--- config.mk ---
export PLATFORM = sky130hd
export DESIGN_NAME = cache_bank_sched
export DESIGN_NICKNAME = d
export VERILOG_FILES = /design/src/rtl/cache_bank_sched.sv
export SDC_FILE = /design/constraint.sdc
export NUM_CORES = 1
export LEC_CHECK = 0
export ABC_AREA = 1
export CORE_AREA = 2 2 190 192
export CTS_CLUSTER_DIAMETER = 200
export CTS_CLUSTER_SIZE = 25
export DETAILED_ROUTE_END_ITERATION = 12
export DIE_AREA = 0 0 192 194
export PLACE_DENSITY_LB_ADDON = 0.3
export SKIP_LAST_GASP = 1
export SYNTH_ARGS = -nofsm -noshare
export SYNTH_HDL_FRONTEND = slang
export SYNTH_SLANG_ARGS = --single-unit
--- constraint.sdc ---
create_clock -name clk -period 2.8 [get_ports clk]
set_input_delay 0.42 -clock clk [delete_from_list [all_inputs] [get_ports clk]]
set_output_delay 0.42 -clock clk [all_outputs]
set_load 0.1 [all_outputs]
--- src/rtl/cache_bank_sched.sv ---
// Bank input scheduler: arbitrates MSHR replays, memory fills and core requests into one
// registered stage feeding bank pipeline stage 0, with a starvation boost for core traffic.
module cache_bank_sched #(
    parameter int LINE_ADDR_WIDTH = 26,
    parameter int WORD_WIDTH      = 32,
    parameter int LINE_WIDTH      = 128,
    parameter int MSHR_ADDR_WIDTH = 2,
    parameter int TAG_WIDTH       = 8,
    parameter int STARVE_LIMIT    = 8
) (
    input  logic                       clk,
    input  logic                       reset,

    input  logic                       core_valid_i,
    output logic                       core_ready_o,
    input  logic [LINE_ADDR_WIDTH-1:0] core_addr_i,
    input  logic                       core_rw_i,
    input  logic [WORD_WIDTH-1:0]      core_data_i,
    input  logic [TAG_WIDTH-1:0]       core_tag_i,

    input  logic                       fill_rsp_valid_i,
    output logic                       fill_rsp_ready_o,
    input  logic [MSHR_ADDR_WIDTH-1:0] fill_rsp_id_i,
    input  logic [LINE_WIDTH-1:0]      fill_rsp_data_i,

    input  logic                       rep_valid_i,
    output logic                       rep_ready_o,
    input  logic [LINE_ADDR_WIDTH-1:0] rep_addr_i,
    input  logic                       rep_rw_i,
    input  logic [WORD_WIDTH-1:0]      rep_data_i,
    input  logic [MSHR_ADDR_WIDTH-1:0] rep_id_i,

    output logic                       mshr_fill_valid_o,
    output logic [MSHR_ADDR_WIDTH-1:0] mshr_fill_id_o,
    input  logic [LINE_ADDR_WIDTH-1:0] mshr_fill_addr_i,

    output logic                       mshr_alloc_valid_o,
    output logic [LINE_ADDR_WIDTH-1:0] mshr_alloc_addr_o,
    output logic                       mshr_alloc_rw_o,
    input  logic                       mshr_alloc_ready_i,
    input  logic [MSHR_ADDR_WIDTH-1:0] mshr_alloc_id_i,

    output logic                       pipe_valid_o,
    input  logic                       pipe_ready_i,
    output logic [1:0]                 pipe_type_o,
    output logic [LINE_ADDR_WIDTH-1:0] pipe_addr_o,
    output logic                       pipe_rw_o,
    output logic [LINE_WIDTH-1:0]      pipe_data_o,
    output logic [MSHR_ADDR_WIDTH-1:0] pipe_mshr_id_o,
    output logic [TAG_WIDTH-1:0]       pipe_tag_o
);

    localparam int CNT_W = $clog2(STARVE_LIMIT + 1);
    localparam logic [CNT_W-1:0] CNT_MAX = CNT_W'(STARVE_LIMIT);

    typedef enum logic [1:0] {
        TYPE_CORE   = 2'd0,
        TYPE_FILL   = 2'd1,
        TYPE_REPLAY = 2'd2
    } pipe_type_e;

    typedef enum logic [1:0] {
        GNT_NONE,
        GNT_CORE,
        GNT_FILL,
        GNT_REPLAY
    } grant_e;

    logic [CNT_W-1:0]           starve_q, starve_d;
    logic                       valid_q, valid_d;
    pipe_type_e                 type_q, type_d;
    logic [LINE_ADDR_WIDTH-1:0] addr_q, addr_d;
    logic                       rw_q, rw_d;
    logic [LINE_WIDTH-1:0]      data_q, data_d;
    logic [MSHR_ADDR_WIDTH-1:0] id_q, id_d;
    logic [TAG_WIDTH-1:0]       tag_q, tag_d;

    logic   load_en;
    logic   core_elig;
    logic   boost;
    logic   core_boosted;
    logic   core_fire, fill_fire, rep_fire;
    grant_e grant;

    always_comb begin
        load_en      = !valid_q || pipe_ready_i;
        core_elig    = core_valid_i && mshr_alloc_ready_i;
        boost        = (starve_q == CNT_MAX);
        core_boosted = boost && core_elig;
    end

    // Readies are built so that at most one source can ever see valid && ready together.
    always_comb begin
        rep_ready_o      = !reset && load_en && !core_boosted;
        fill_rsp_ready_o = !reset && load_en && !rep_valid_i && !core_boosted;
        core_ready_o     = !reset && load_en && mshr_alloc_ready_i &&
                           (boost || (!rep_valid_i && !fill_rsp_valid_i));
    end

    always_comb begin
        rep_fire  = rep_valid_i && rep_ready_o;
        fill_fire = fill_rsp_valid_i && fill_rsp_ready_o;
        core_fire = core_valid_i && core_ready_o;

        grant = GNT_NONE;
        if (core_fire) begin
            grant = GNT_CORE;
        end else if (rep_fire) begin
            grant = GNT_REPLAY;
        end else if (fill_fire) begin
            grant = GNT_FILL;
        end
    end

    always_comb begin
        mshr_fill_valid_o  = fill_fire;
        mshr_fill_id_o     = fill_rsp_id_i;
        mshr_alloc_valid_o = core_fire;
        mshr_alloc_addr_o  = core_addr_i;
        mshr_alloc_rw_o    = core_rw_i;
    end

    // A core that is eligible but refused ages the counter; a full MSHR leaves it untouched.
    always_comb begin
        starve_d = starve_q;
        if (core_fire) begin
            starve_d = '0;
        end else if (core_elig && !core_ready_o && (starve_q != CNT_MAX)) begin
            starve_d = starve_q + CNT_W'(1);
        end
    end

    always_comb begin
        valid_d = valid_q;
        type_d  = type_q;
        addr_d  = addr_q;
        rw_d    = rw_q;
        data_d  = data_q;
        id_d    = id_q;
        tag_d   = tag_q;
        if (load_en) begin
            valid_d = (grant != GNT_NONE);
            unique case (grant)
                GNT_CORE: begin
                    type_d = TYPE_CORE;
                    addr_d = core_addr_i;
                    rw_d   = core_rw_i;
                    data_d = LINE_WIDTH'(core_data_i);
                    id_d   = mshr_alloc_id_i;
                    tag_d  = core_tag_i;
                end
                GNT_FILL: begin
                    type_d = TYPE_FILL;
                    addr_d = mshr_fill_addr_i;
                    rw_d   = 1'b0;
                    data_d = fill_rsp_data_i;
                    id_d   = fill_rsp_id_i;
                    tag_d  = '0;
                end
                GNT_REPLAY: begin
                    type_d = TYPE_REPLAY;
                    addr_d = rep_addr_i;
                    rw_d   = rep_rw_i;
                    data_d = LINE_WIDTH'(rep_data_i);
                    id_d   = rep_id_i;
                    tag_d  = '0;
                end
                default: begin
                end
            endcase
        end
    end

    always_ff @(posedge clk) begin
        if (reset) begin
            starve_q <= '0;
            valid_q  <= 1'b0;
            type_q   <= TYPE_CORE;
            addr_q   <= '0;
            rw_q     <= 1'b0;
            data_q   <= '0;
            id_q     <= '0;
            tag_q    <= '0;
        end else begin
            starve_q <= starve_d;
            valid_q  <= valid_d;
            type_q   <= type_d;
            addr_q   <= addr_d;
            rw_q     <= rw_d;
            data_q   <= data_d;
            id_q     <= id_d;
            tag_q    <= tag_d;
        end
    end

    always_comb begin
        pipe_valid_o   = valid_q;
        pipe_type_o    = type_q;
        pipe_addr_o    = addr_q;
        pipe_rw_o      = rw_q;
        pipe_data_o    = data_q;
        pipe_mshr_id_o = id_q;
        pipe_tag_o     = tag_q;
    end

endmodule

Word-level counts from Yosys, hierarchy flattened
Cells that the tools add are included.
{"block": "classes", "eq_ne": 5, "add_sub_neg": 1, "mux": 9, "n_reduce_logical": 29}
{"cell": "case mux 128 bit (3 select lines)", "count": 1}
{"cell": "case mux 26 bit (3 select lines)", "count": 1}
{"cell": "case mux 8 bit (2 select lines)", "count": 1}
{"cell": "logical AND 1 bit", "count": 14}
{"cell": "case mux 2 bit (3 select lines)", "count": 2}
{"cell": "zero test 1 bit", "count": 6}
{"cell": "2-to-1 mux 2 bit", "count": 3}
{"cell": "adder 4 x 1 -> 4 bit (second input constant)", "count": 1}
{"cell": "equality test 2 bit (second input constant)", "count": 2}
{"cell": "equality test 4 bit (second input constant)", "count": 1}
{"cell": "inequality test 4 bit (second input constant)", "count": 1}
{"cell": "AND reduction 2 bit", "count": 2}
{"cell": "nonzero test 2 bit", "count": 2}
{"cell": "OR reduction 2 bit", "count": 2}
{"cell": "case mux 1 bit (3 select lines)", "count": 1}
{"cell": "nonzero test 3 bit", "count": 1}
{"cell": "equality test 2 x 1 -> 1 bit (second input constant)", "count": 1}
{"cell": "logical OR 1 bit", "count": 2}
{"block": "totals", "ff_bits": 172, "wordCells": 52, "inputBits": 293, "out_inout_bits": 202}

Longest topological paths before layout
Gate-level depths: netlist (run 1).
{"block": "depth", "depth_word": 13, "depth_mapped": 13, "mapped_depth_nobuf": 11}

Worst setup path before layout (run 1)
Ideal clock, no wire load.
{"block": "synth_path", "path_type": "flip-flop to output port", "from": "register valid_q (netlist: pipe_valid_o)", "to": "output port fill_rsp_ready_o", "arrival_ps": 2501, "path_stages_with_launch": 4, "n_path_buf": 0, "path_slack_ps": -121, "required_time_ps": 2380, "cell_sequence": "dfxtp_1 > a21oi_2 > nand2_1 > nor2_1"}
{"block": "synth_between", "elab_chain_cells": 5}
{"item": "start: declaration", "line": "70", "rtl": "logic valid_q, valid_d;"}
{"item": "start signal: assignment", "line": "186", "rtl": "valid_q <= valid_d;"}
{"item": "zero test 1 bit", "line": "86", "rtl": "load_en = !valid_q || pipe_ready_i;"}
{"item": "logical OR 1 bit", "line": "86"}
{"item": "logical AND 1 bit (3 in a row)", "line": "95", "rtl": "fill_rsp_ready_o = !reset && load_en && !rep_valid_i && !core_boosted;"}
{"item": "end: declaration", "line": "22", "rtl": "output logic fill_rsp_ready_o,"}
Every way passes these cells.

Final worst setup path (run 1)
{"block": "layout_path", "from": "register starve_q[0]", "to": "output port mshr_fill_valid_o"}
{"block": "layout_between", "elab_chain_cells": 5}
{"item": "start: declaration", "line": "69", "rtl": "logic [CNT_W-1:0] starve_q, starve_d;"}
{"item": "start signal: assignment", "line": "185", "rtl": "starve_q <= starve_d;"}
{"item": "equality test 4 bit", "line": "88", "rtl": "boost = (starve_q == CNT_MAX);"}
{"item": "logical AND 1 bit", "line": "89", "rtl": "core_boosted = boost && core_elig;"}
{"item": "zero test 1 bit", "line": "95"}
{"item": "logical AND 1 bit", "line": "95"}
{"item": "logical AND 1 bit", "line": "102", "rtl": "fill_fire = fill_rsp_valid_i && fill_rsp_ready_o;"}
{"item": "end: declaration", "line": "33", "rtl": "output logic mshr_fill_valid_o,"}
Every way passes these cells.

==> results of run 1 <==
## final timing paths
path,to,cells past startpoint
max reg2reg,pipe_data_o[39],12
max,mshr_fill_valid_o,9
min reg2reg,pipe_data_o[89],2
min,pipe_valid_o,4
## layout make-up
class / instances / area (um^2) / share of cell area [%]
multi-input combinational: 777 / 3603 / 27.67
inverter: 12 / 47.55 / 0.3651
sequential: 172 / 3445 / 26.45
timing repair buffer: 517 / 4766 / 36.60
tap: 461 / 576.8 / 4.429
clock inverter: 14 / 145.1 / 1.115
clock buffer: 18 / 439.2 / 3.372
## layout by cell type (no fill, tap or decap), types with 3 or more instances in the layout
| cell | netlist | layout |
|---|---|---|
| o21ai_0 | 6 | 6 |
| clkinv_4 | 0 | 3 |
| nand4_1 | 122 | 122 |
| dfxtp_1 | 172 | 171 |
| clkdlybuf4s50_1 | 0 | 289 |
| nand3_1 | 65 | 65 |
| inv_8 | 0 | 7 |
| buf_12 | 0 | 13 |
| nand2_1 | 401 | 400 |
| inv_1 | 8 | 8 |
| nor2_1 | 5 | 3 |
| buf_4 | 31 | 212 |
| a21oi_1 | 168 | 168 |
| clkbuf_16 | 0 | 17 |
## synthesized netlist by cell type
library cell | number | area share [%]
a21oi_1 | 168 | 11
a21oi_2 | 2 | 0.23
buf_1 | 9 | 0.44
buf_2 | 26 | 1.7
buf_4 | 31 | 3.0
buf_6 | 1 | 0.15
clkbuf_1 | 59 | 2.9
clkinv_1 | 1 | 0.049
dfxtp_1 | 172 | 45
ha_1 | 2 | 0.33
inv_1 | 8 | 0.39
inv_2 | 3 | 0.15
nand2_1 | 401 | 20
nand2_2 | 1 | 0.081
nand3_1 | 65 | 4.2
nand3_2 | 1 | 0.13
nand4_1 | 122 | 9.9
nor2_1 | 5 | 0.24
nor3_1 | 1 | 0.065
o21ai_0 | 6 | 0.39
or2_1 | 1 | 0.081
xor2_1 | 2 | 0.23
## sequential cells by signal, summed over array words and instances, names as in the netlist
register        count
pipe_data_o       128
pipe_addr_o        26
pipe_tag_o          8
starve_q            4
pipe_mshr_id_o      2
pipe_type_o         2
pipe_rw_o           1
pipe_valid_o        1
## per-layer routing
| layer | track usage [%] | vias up | routed length, um |
|---|---|---|---|
| li1 | - | 4471 | - |
| met1 | 19.68 | 4164 | 13420 |
| met2 | 29.91 | 330 | 16560 |
| met3 | 6.281 | 28 | 3072 |
| met4 | 5.541 | 0 | 576 |
| met5 | 0 | - | 0 |
## power by group through the flow
stage	combinational, uW	sequential, uW	clock, uW
after global routing	2680	2680	2570
after global placement	2570	2720	0
after detailed placement	2570	2720	0
final	2560	2660	2380
after CTS	2580	2660	2480
after floorplan	704	3710	0
## cells by family after synthesis
logic type               after synthesis  synth area share, %
buffers and inverters                138                8.771
AND/OR/NAND/NOR                      597                34.34
AO/OA/AOI/OAI                        176                11.55
adder cells (fa/ha/maj)                2               0.3254
flip-flops                           172                44.78
XOR/XNOR                               2               0.2279
## worst reg2reg max path: stages (launching register included)
cell and delay [ns]:
dfxtp_1 0.32, inv_1 0.10, ha_1 0.18, nand2_1 0.06, nor2_1 0.17, nand2_4 0.09
nand2_1 0.12, inv_2 0.09, a21oi_4 0.26, buf_4 0.23, buf_12 0.23, nand2_1 0.11
a21oi_1 0.15
## through the flow
stage,hold slack (ns),util [%],cell area (um^2)
finish,0.3675,36.97,13020
global route,0.3995,36.97,13020
CTS,0.3585,36.95,13020
detailed placement,0.4533,35.29,12430
global placement,0.4487,35.29,12430
floorplan,0.4706,-,7692
## repair_timing
action | 4_1_cts | 5_1_grt
setup buffers | 0 | 1
setup endpoints to repair | 0 | 1
hold buffers | 0 | 0
==> flow_metrics.env, run 1 <==
export IMPL_io_pins=495
export IMPL_clock_skew_ns=0.008662
export IMPL_crit_family="simple AND/OR/NAND/NOR gates"
export IMPL_worst_pin_slew_ns=0.9155
export IMPL_wirelength_um=33630
export IMPL_vdd_ir_drop_max_uv=404.0
export IMPL_timing_final_ws_setup_ns=0.3380
export IMPL_clock_tree_root_cell="clkbuf_16"
export IMPL_worstHoldStart="reset"
export IMPL_synth_nets=1382
export IMPL_die_h_um=194
export IMPL_wl_per_cell_um=17.06
export IMPL_cts_clk_slew_worst_paths_ns=0.07
export IMPL_dieArea_um2=37250
export IMPL_core_area_um2=35220
export IMPL_drc_errors=0
export IMPL_swShare_pct=39.87
export IMPL_hold_viol=0
export IMPL_dr_pass1_iters=4
export IMPL_detail_route_antenna_nets=0
export IMPL_start_kind="flip-flop"
export IMPL_yosys_register_bits=172
export IMPL_cp_common_cell="nand2_1"
export IMPL_syn_area_um2=7689
export IMPL_grt_max_degree=165
export IMPL_drive_gt1_share_pct=17.95
export IMPL_start_util_pct=21.83
export IMPL_p_total_uw=7606
export IMPL_cts_tree="done"
export IMPL_reg2reg_slack_ns=0.62
export IMPL_antenna_found_initial=0
export IMPL_grt_pass1_wl_um=49890
export IMPL_maxCapViolCount=0
export IMPL_hp_class="input pin to flip-flop"
export IMPL_diodes=0
export IMPL_drt_iter0_markers=352
export IMPL_clkPwrFrac_pct=31.3
export IMPL_setup_tns_ns=0
export IMPL_rr_startpoint="starve_q[0]"
export IMPL_max_stage_delay_ns=0.32
export IMPL_dp_slack_ns=0.3061
export IMPL_cts_buffers=17
export IMPL_path_cells="inv_1 -> ha_1 -> nand2_1 -> nor2_1 -> nand2_4 -> nand2_1 -> inv_2 -> a21oi_4 -> buf_12"
export IMPL_startpoint="starve_q[0]"
export IMPL_cp_required_ns=2.38
export IMPL_fmax_mhz=406.2
export IMPL_grt_overflow=0
export IMPL_critical_path_arrival_ns=2.04
export IMPL_ctsResizeCount=0
export IMPL_postSynthAreaPerCell_um2=7.073
export IMPL_p_int_uw=4574
export IMPL_crit_path_end_kind="primary output"
export IMPL_placed_cells_incl_taps=1938
export IMPL_portBuffers=494
export IMPL_track_usage_pct=17.31
export IMPL_num_vias=8993
export IMPL_power_leakage_uw=0.005293
export IMPL_seq_power_share_pct=35.0
export IMPL_power_frac_comb_pct=33.7
export IMPL_final_nets=1792
export IMPL_yosysSeqAreaShare_pct=44.78
export IMPL_switchingPower_uw=3032
export IMPL_crit_buf_inv=3
export IMPL_rsz0062_at_grt="false"
export IMPL_via_per_inst=4.563
export IMPL_fin_crit_ns=2.462
export IMPL_syn_inst=1087
export IMPL_finalMaxSlewViolations=0
export IMPL_finalSetupViolCount=0
export IMPL_period_share_pct=87.93
export IMPL_row_count=69
export IMPL_stdcell_count=1971
export IMPL_area_growth_pct=69.37
export IMPL_clk_path_buf_depth=2
export IMPL_cts_sinks=172
export IMPL_place_gp_congestion=0.8271
export IMPL_netlist_cell_type_count=22
export IMPL_die_w_um=192
export IMPL_slowest_stage="dfxtp_1"
export IMPL_fill_cells=3752
export IMPL_clk_latency_ns=0.44
export IMPL_hpwlAfterDp_um=24380
export IMPL_power_density_nw_per_um2=584.1
export IMPL_crit_path_max_fanout=4
export IMPL_htree_levels=4
export IMPL_crit_type="flip-flop to primary output"
export IMPL_slew_headroom_pct=38.97
export IMPL_yosysWarningCount=0
export IMPL_status="finished clean"
export IMPL_first_global_vias=8645
Power figures use the tool's default switching activity.
==> run 2, diff against run 1 <==
--- a/config.mk
+++ b/config.mk
@@ -6,11 +6,13 @@
 export NUM_CORES = 1
 export LEC_CHECK = 0
 export ABC_AREA = 1
-export CORE_AREA = 2 2 190 192
+export CELL_PAD_IN_SITES_DETAIL_PLACEMENT = 0
+export CELL_PAD_IN_SITES_GLOBAL_PLACEMENT = 1
+export CORE_AREA = 2 2 191 193
 export CTS_CLUSTER_DIAMETER = 200
 export CTS_CLUSTER_SIZE = 25
 export DETAILED_ROUTE_END_ITERATION = 12
-export DIE_AREA = 0 0 192 194
+export DIE_AREA = 0 0 193 195
 export PLACE_DENSITY_LB_ADDON = 0.3
 export SKIP_LAST_GASP = 1
 export SYNTH_ARGS = -nofsm -noshare
==> flow_metrics.env, run 2 (synthesis results as in run 1) <==
export IMPL_status="finished clean"
export IMPL_via_per_inst=4.559
export IMPL_dieArea_um2=37640
export IMPL_hpwlAfterDp_um=26130
export IMPL_start_util_pct=21.72
export IMPL_worstHoldStart="reset"
export IMPL_fmax_mhz=388.1
export IMPL_start_kind="flip-flop"
export IMPL_power_leakage_uw=0.005277
export IMPL_period_share_pct=92.02
export IMPL_crit_path_max_fanout=11
export IMPL_p_int_uw=4768
export IMPL_slew_headroom_pct=43.74
export IMPL_final_common_cell="nand2_1"
export IMPL_setup_tns_ns=0
export IMPL_area_growth_pct=69.42
export IMPL_row_count=69
export IMPL_grt_overflow=0
export IMPL_wirelength_um=35770
export IMPL_timing_final_ws_setup_ns=0.2235
export IMPL_maxCapViolCount=0
export IMPL_first_global_vias=8700
export IMPL_crit_path_end_kind="primary output"
export IMPL_seq_power_share_pct=34.7
export IMPL_dp_slack_ns=0.1657
export IMPL_grt_max_degree=165
export IMPL_portBuffers=494
export IMPL_holdPathStages=4
export IMPL_swShare_pct=37.94
export IMPL_drive_gt1_share_pct=17.60
export IMPL_die_h_um=195
export IMPL_post_cts_buffers=0
export IMPL_io_pins=495
export IMPL_largest_reg_flops=128
export IMPL_antenna_found_initial=2
export IMPL_dr_pass1_iters=4
export IMPL_worstHoldEndpoint="pipe_valid_o"
export IMPL_cp_required_ns=2.38
export IMPL_r2r_end="pipe_data_o[11]"
export IMPL_die_w_um=193
export IMPL_hold_ws_ns=0.4545
export IMPL_clkPwrFrac_pct=31.8
export IMPL_p_total_uw=7682
export IMPL_cts_clk_slew_worst_paths_ns=0.06
export IMPL_power_frac_comb_pct=33.5
export IMPL_reg2reg_slack_ns=0.47
export IMPL_hp_class="input pin to flip-flop"
export IMPL_htree_levels=4
export IMPL_core_area_um2=35400
export IMPL_detail_route_antenna_nets=0
export IMPL_drt_iter0_markers=308
export IMPL_clk_path_buf_depth=2
export IMPL_clock_tree_root_cell="clkbuf_16"
export IMPL_wl_per_cell_um=18.18
export IMPL_num_vias=8973
export IMPL_drc_errors=0
export IMPL_layout_common_cells="400 x nand2_1, 289 x clkdlybuf4s50_1, 208 x buf_4"
export IMPL_finalMaxSlewViolations=0
export IMPL_finalSetupViolCount=0
export IMPL_final_nets=1789
export IMPL_cts_sinks=172
export IMPL_track_usage_pct=18.16
export IMPL_cts_tree="done"
export IMPL_fin_crit_ns=2.577
export IMPL_hold_viol=0
export IMPL_holdBufCountCts=0
export IMPL_clk_latency_ns=0.44
export IMPL_critical_path_arrival_ns=2.16
export IMPL_place_gp_congestion=0.7854
export IMPL_rsz0062_at_grt="false"
export IMPL_rr_startpoint="starve_q[0]"
export IMPL_power_density_nw_per_um2=589.7
export IMPL_switchingPower_uw=2915
export IMPL_clock_skew_ns=0.009910
export IMPL_vdd_ir_drop_max_uv=395.6
export IMPL_grt_pass1_wl_um=52180
export IMPL_cts_buffers=17
export IMPL_ctsResizeCount=0
export IMPL_r2r_cells=11
export IMPL_worst_pin_slew_ns=0.8438
export IMPL_crit_type="flip-flop to primary output"
==> run 2: per-layer routing <==
metal	track usage, %	wire length (um)	vias up	part of all wire (%)
met2	31.62	17650	342	49
met4	5.696	712	4	2.0
met5	0	23	-	0.064
met3	5.554	3118	35	8.7
met1	21.15	14270	4126	40
li1	-	-	4466	-
==> run 2: cell type report <==
type,count,area (um^2)
Antenna cell,1,2.502
Clock buffer,23,488.0
Clock inverter,8,107.6
Fill cell,3778,22370
Inverter,12,47.55
Multi-Input combinational cell,777,3603
Sequential cell,172,3445
Tap cell,461,576.8
Timing Repair Buffer,514,4756
==> run 2: power by group through the flow <==
stage               clock, uW  combinational (uW)  sequential [uW]
floorplan                   0                 704             3710
global placement            0                2590             2720
detailed placement          0                2590             2720
CTS                      2530                2600             2660
global route             2620                2700             2680
finish                   2440                2580             2660
==> run 2: worst max-delay path by stage <==
stage / start / cells past startpoint / endpoint / slack (ns)
after global routing: starve_q[0] / 9 / mshr_fill_valid_o / 0.05
after CTS: starve_q[0] / 9 / mshr_fill_valid_o / 0.19
after floorplan: pipe_valid_o / 5 / mshr_fill_valid_o / 0.32
after detailed placement: mshr_alloc_ready_i / 10 / pipe_data_o[9] / 0.17
final: starve_q[0] / 9 / mshr_fill_valid_o / 0.22
after global placement: pipe_ready_i / 9 / pipe_data_o[19] / 0.21
==> run 2: critical path, cell delays in order, from the launching register on <==
cell and delay (ns):
dfxtp_1 0.31, inv_1 0.10, ha_1 0.18, nand2_1 0.06
nor2_1 0.17, nand2_4 0.15, nand2_1 0.15, inv_2 0.13
a21oi_4 0.26, buf_12 0.21
==> run 2: through the flow <==
stage | instances | area [um^2] | utilization, %
floorplan | 1087 | 7692 | -
global placement | 1936 | 12430 | 35.11
detailed placement | 1936 | 12430 | 35.11
CTS | 1967 | 13020 | 36.79
global route | 1967 | 13020 | 36.79
finish | 1968 | 13030 | 36.80
==> run 3, diff against run 2 <==
--- a/config.mk
+++ b/config.mk
@@ -10,7 +10,7 @@
 export CELL_PAD_IN_SITES_GLOBAL_PLACEMENT = 1
 export CORE_AREA = 2 2 191 193
 export CTS_CLUSTER_DIAMETER = 200
-export CTS_CLUSTER_SIZE = 25
+export CTS_CLUSTER_SIZE = 40
 export DETAILED_ROUTE_END_ITERATION = 12
 export DIE_AREA = 0 0 193 195
 export PLACE_DENSITY_LB_ADDON = 0.3
==> results of run 3 <==
No change in the layout: final DEF, timing and power equal those of run 2.
